===== config.mk =====
export PLATFORM = sky130hd
export DESIGN_NAME = seq_mag_cmp
export DESIGN_NICKNAME = d
export VERILOG_FILES = /design/src/rtl/seq_mag_cmp_pkg.sv /design/src/rtl/seq_mag_cmp_chunk.sv /design/src/rtl/seq_mag_cmp.sv
export SDC_FILE = /design/constraint.sdc
export NUM_CORES = 1
export LEC_CHECK = 0
export CORE_MARGIN = 8
export CORE_UTILIZATION = 40
export DETAILED_ROUTE_END_ITERATION = 12
export DONT_BUFFER_PORTS = 1
export PLACE_DENSITY = 0.57
export SLEW_MARGIN = 0
export SYNTH_ARGS = -nofsm -noshare
export SYNTH_HDL_FRONTEND = slang
export SYNTH_SLANG_ARGS = --single-unit

===== constraint.sdc =====
create_clock -name clk -period 2.2 [get_ports clk]
set_input_delay 0.33 -clock clk [delete_from_list [all_inputs] [get_ports clk]]
set_output_delay 0.33 -clock clk [all_outputs]
set_load 0.02 [all_outputs]

===== src/rtl/seq_mag_cmp_pkg.sv =====
// Shared types for the sequential magnitude comparator: FSM states and the
// running compare flags carried from chunk to chunk.
package cmp_pkg;

  typedef enum logic [1:0] {
    IDLE,
    BUSY,
    DONE
  } cmp_state_t;

  typedef struct packed {
    logic eq;
    logic gt;
  } cmp_flags_t;

  // Chunk counter width; a single-chunk walk still needs one bit.
  function automatic int cnt_width(input int nchunk);
    return (nchunk > 1) ? $clog2(nchunk) : 1;
  endfunction

endpackage


===== src/rtl/seq_mag_cmp_chunk.sv =====
// Combinational unsigned compare of one CHUNK-bit slice of each operand.
module chunk_cmp #(
  parameter int CHUNK = 2
) (
  input  logic [CHUNK-1:0] a_chunk,
  input  logic [CHUNK-1:0] b_chunk,
  output logic             eq,
  output logic             gt
);

  assign eq = (a_chunk == b_chunk);
  assign gt = (a_chunk > b_chunk);

endmodule


===== src/rtl/seq_mag_cmp.sv =====
// Multi-cycle WIDTH-bit magnitude comparator, walking MSB-first CHUNK bits per
// clock. Define SEQ_MAG_CMP_SIGNED_EN for a two's-complement compare.
module seq_mag_cmp
  import cmp_pkg::*;
#(
  parameter int WIDTH = 8,
  parameter int CHUNK = 2
) (
  input  logic             clk,
  input  logic             reset,
  input  logic             start,
  input  logic [WIDTH-1:0] a,
  input  logic [WIDTH-1:0] b,
  output logic             ready,
  output logic             done,
  output logic             aeqb,
  output logic             agtb,
  output logic             altb
);

  localparam int NCHUNK = WIDTH / CHUNK;
  localparam int CW     = cnt_width(NCHUNK);

  cmp_state_t       state_q, state_d;
  logic [WIDTH-1:0] a_sh_q, a_sh_d;
  logic [WIDTH-1:0] b_sh_q, b_sh_d;
  logic [CW-1:0]    cnt_q, cnt_d;
  cmp_flags_t       flags_q, flags_d;
  logic             aeqb_q, aeqb_d;
  logic             agtb_q, agtb_d;
  logic             altb_q, altb_d;

  logic [WIDTH-1:0] a_cap, b_cap;
  logic             c_eq, c_gt;

`ifdef SEQ_MAG_CMP_SIGNED_EN
  // Flipping the sign bit maps two's complement onto an order-preserving
  // unsigned range, so the chunk walk itself stays unsigned.
  localparam logic [WIDTH-1:0] SIGN_MASK = WIDTH'(1) << (WIDTH - 1);
  assign a_cap = a ^ SIGN_MASK;
  assign b_cap = b ^ SIGN_MASK;
`else
  assign a_cap = a;
  assign b_cap = b;
`endif

  chunk_cmp #(.CHUNK(CHUNK)) u_chunk_cmp (
    .a_chunk (a_sh_q[WIDTH-1 -: CHUNK]),
    .b_chunk (b_sh_q[WIDTH-1 -: CHUNK]),
    .eq      (c_eq),
    .gt      (c_gt)
  );

  always_comb begin
    // NOTE: every signal gets a hold default first so no path infers a latch.
    state_d = state_q;
    a_sh_d  = a_sh_q;
    b_sh_d  = b_sh_q;
    cnt_d   = cnt_q;
    flags_d = flags_q;
    aeqb_d  = aeqb_q;
    agtb_d  = agtb_q;
    altb_d  = altb_q;

    case (state_q)
      IDLE: begin
        if (start) begin
          a_sh_d  = a_cap;
          b_sh_d  = b_cap;
          flags_d = '{eq: 1'b1, gt: 1'b0};
          cnt_d   = CW'(NCHUNK - 1);
          state_d = BUSY;
        end
      end
      BUSY: begin
        // The first differing chunk decides; later chunks cannot override it.
        if (flags_q.eq && !c_eq) begin
          flags_d.eq = 1'b0;
          flags_d.gt = c_gt;
        end
        a_sh_d = a_sh_q << CHUNK;
        b_sh_d = b_sh_q << CHUNK;
        cnt_d  = cnt_q - CW'(1);
        if (cnt_q == '0) begin
          aeqb_d  = flags_d.eq;
          agtb_d  = ~flags_d.eq & flags_d.gt;
          altb_d  = ~flags_d.eq & ~flags_d.gt;
          state_d = DONE;
        end
      end
      DONE:    state_d = IDLE;
      default: state_d = IDLE;
    endcase
  end

  // NOTE: sequential state uses non-blocking assignments only, so every flop
  // samples the pre-edge values computed above.
  always_ff @(posedge clk) begin
    if (reset) begin
      state_q <= IDLE;
      a_sh_q  <= '0;
      b_sh_q  <= '0;
      cnt_q   <= '0;
      flags_q <= '0;
      aeqb_q  <= 1'b0;
      agtb_q  <= 1'b0;
      altb_q  <= 1'b0;
    end else begin
      state_q <= state_d;
      a_sh_q  <= a_sh_d;
      b_sh_q  <= b_sh_d;
      cnt_q   <= cnt_d;
      flags_q <= flags_d;
      aeqb_q  <= aeqb_d;
      agtb_q  <= agtb_d;
      altb_q  <= altb_d;
    end
  end

  assign ready = (state_q == IDLE);
  assign done  = (state_q == DONE);
  assign aeqb  = aeqb_q;
  assign agtb  = agtb_q;
  assign altb  = altb_q;

endmodule


==> impl_results.md <==
* Outcome: completed
* Pwr per Cell Area at 782 nW/um2
* Cell count after synthesis at 153
* Kind of critical path: flip-flop to output pin
* Delay-heaviest family, CP: flip-flops
* Syn Nets at 175
* Final Total Pwr at 0.967 mW
* Port bufs at 0
* Global route overflow at 0
* Most common cell in the synthesized netlist: nor2_1
* Fill count at 316
* CP cell instances: nor2b_1
* Peak supply drop at 324 uV
* First-pass GRT wire length at 4370 um
* Largest net degree at the start of global routing at 26
* Via count at 996
* Period utilization at 0.811
* Root Buffer: clkbuf_4
* Leak at 0.518 nW
* Clock-pin slew on the worst setup and hold paths at 0.14 ns
* Drt total wl at 2570 um
* Netlist cell types at 30
* Post-layout util at 0.415
* Die Wd at 71.1 um
* Fin. max-slew vios at 0
* Initial DRC count at 40
* FF+latch count, synth at 25
* Asr flop ratio synth at 0
* Sequential share of the synthesized area at 0.412
* Clock latency at the later pin of the worst-skew pair at 0.32 ns
* Post-synth top area share at 0.412
* Final Non-Filler Cells at 180
* Worst Tran Pin Value at 0.613 ns
* Synth warn at 0
* RePlAce Congestion at 0.737
* Nets@finish at 170
* Post-synthesis cell area at 1210 um2
* # Post-CTS Setup Buffers at 0
* Post-CTS Hold Buffers at 0
* Synth area leaders: dfxtp_1 41%, nor2_1 11%, nor2b_1 5.7%, nand2_1 4.6%, a21oi_1 4.5%
* Max-Cap Viols at 0
* Htree depth at 1
* Layout cell share with drive strength beyond 1 at 0.0544
* IO Pins at 24
* Min-Delay Path Class: primary input to flip-flop
* FMAX at 0.560 GHz
* Syn-to-layout area delta at 1.86%
* Row cnt at 20
* WL/cell at 14.3 um
* Die height at 71.1 um
* Initial Util at 0.408
* Max transition margin at 0.591
* Clk_skew at 0.0101 ns
* Synth Area per Inst at 7.93 um2
* # diodes at 0
* Gr usage total at 0.106
* Crit path max fanout at 18
* Worst EP required at 1.87 ns
* Minimum clock period at 1.78 ns
* Footprint of the multi-input gates at 627 um2
* Final Setup Violations at 0
* Sequential cell area at 500 um2
* DRT Pass-1 Iters at 4
* EDFF count, synth at 0
* Post-synth top area cell: dfxtp_1
* DRC at 0
* Core ar. at 2980 um2
* Synth top cells by count: 35 x nor2_1, 25 x dfxtp_1, 15 x nand2_1, 11 x a21oi_1, 11 x nor2b_1
* Num CTS Buffers at 3
* Startpoint types: flip-flop
* Main flop type after synthesis: dfxtp_1
* DP Wirelength at 1830 um
* RSZ-0062 raised after global routing: no
* Clk buf depth at 2
* Via/cell ratio at 5.53
* Slowest library cell on the worst path: dfxtp_1
* Final ANT Viol Nets at 0
* Slowest stage delay, CP at 0.71 ns
* Die area at 5050 um2
* Crit path capture type: output pin
* Post-cts sizing count at 0
* Setup TNS at 0 ns
* WP data arrival at 1.45 ns
* Endpoints failing hold at 0
* CTS Sinks at 25
* WP buf/inv at 0
* Vias in the first global route at 1,009
* CTS tree: built
* Initial antenna violation count at 0
* Placed instance count at 176
-- registers in the layout, summed over array words and instances (netlist names) --
name	count
state_q	2
flags_q	2
cnt_q	2
altb	1
aeqb	1
b_sh_q	8
a_sh_q	8
agtb	1
-- stage by stage --
step           cell area (um2)  worst slack (ns)  hold WS (ns)
3_3_place_gp              1210             0.656         0.401
6_report                  1240             0.415        0.0670
4_1_cts                   1240             0.380        0.0519
3_5_place_dp              1210             0.566         0.401
2_1_floorplan             1210             0.814         0.440
5_1_grt                   1240             0.311        0.0415
-- placed cells by master (no fill, tap or decap) --
master / n
a32o_1: 2
nand3b_4: 1
o32ai_1: 1
dfxtp_1: 25
inv_1: 7
o21ai_0: 1
a211oi_1: 1
a2bb2oi_1: 5
nor3_1: 5
nor2b_1: 11
a221oi_1: 1
nor2_1: 35
a21boi_1: 1
a21oi_1: 11
nand2b_1: 2
or2_1: 1
clkbuf_1: 1
nand2_1: 15
o21a_1: 1
nand3_1: 1
a311oi_1: 6
ha_1: 3
buf_4: 2
nor3b_2: 1
a211oi_2: 1
clkbuf_4: 3
a21o_1: 1
a22oi_1: 1
nor3b_1: 1
-- path summary, 6_finish.rpt --
check                     startpoint                      end  slack, ns  cells past startpoint
min                            reset   a_sh_q[1]$_SDFFE_PP0P_       0.07                      1
max          state_q[1]$_SDFFE_PP0P_                     done       0.42                      1
min reg2reg  flags_q[0]$_SDFFE_PP0P_  flags_q[0]$_SDFFE_PP0P_       0.48                      2
max reg2reg  state_q[0]$_SDFFE_PP0P_   a_sh_q[4]$_SDFFE_PP0P_       0.58                      3
-- where the power goes --
group | switching [mW] | total, mW | leakage (nW) | internal (mW)
Sequential | 0.0388 | 0.539 | 0.207 | 0.501
Clock | 0.138 | 0.209 | 0.0150 | 0.0709
Combinational | 0.122 | 0.219 | 0.296 | 0.0970
-- per-layer routing --
metal	wire [um]	vias to the layer above	track usage
met5	0	-	0
met4	18	0	0.0346
met3	131	2	0.0353
met2	1250	15	0.189
met1	1170	477	0.114
li1	-	502	-
-- cells by family after synthesis --
logic type | Yosys count | synth area share
and+or+nand+nor | 73 | 0.285
adders and majority gates | 3 | 0.0309
buffers and inverters | 19 | 0.0711
AOI/OAI and AO/OA | 33 | 0.201
DFF | 25 | 0.412
-- area by class of cell --
cell class,count,area share
multi-input combinational,109,0.507
clock buffer,4,0.0213
timing repair buffer,2,0.0121
inverter,7,0.0213
tap,33,0.0334
sequential,25,0.405
Power figures use the tool's default switching activity.
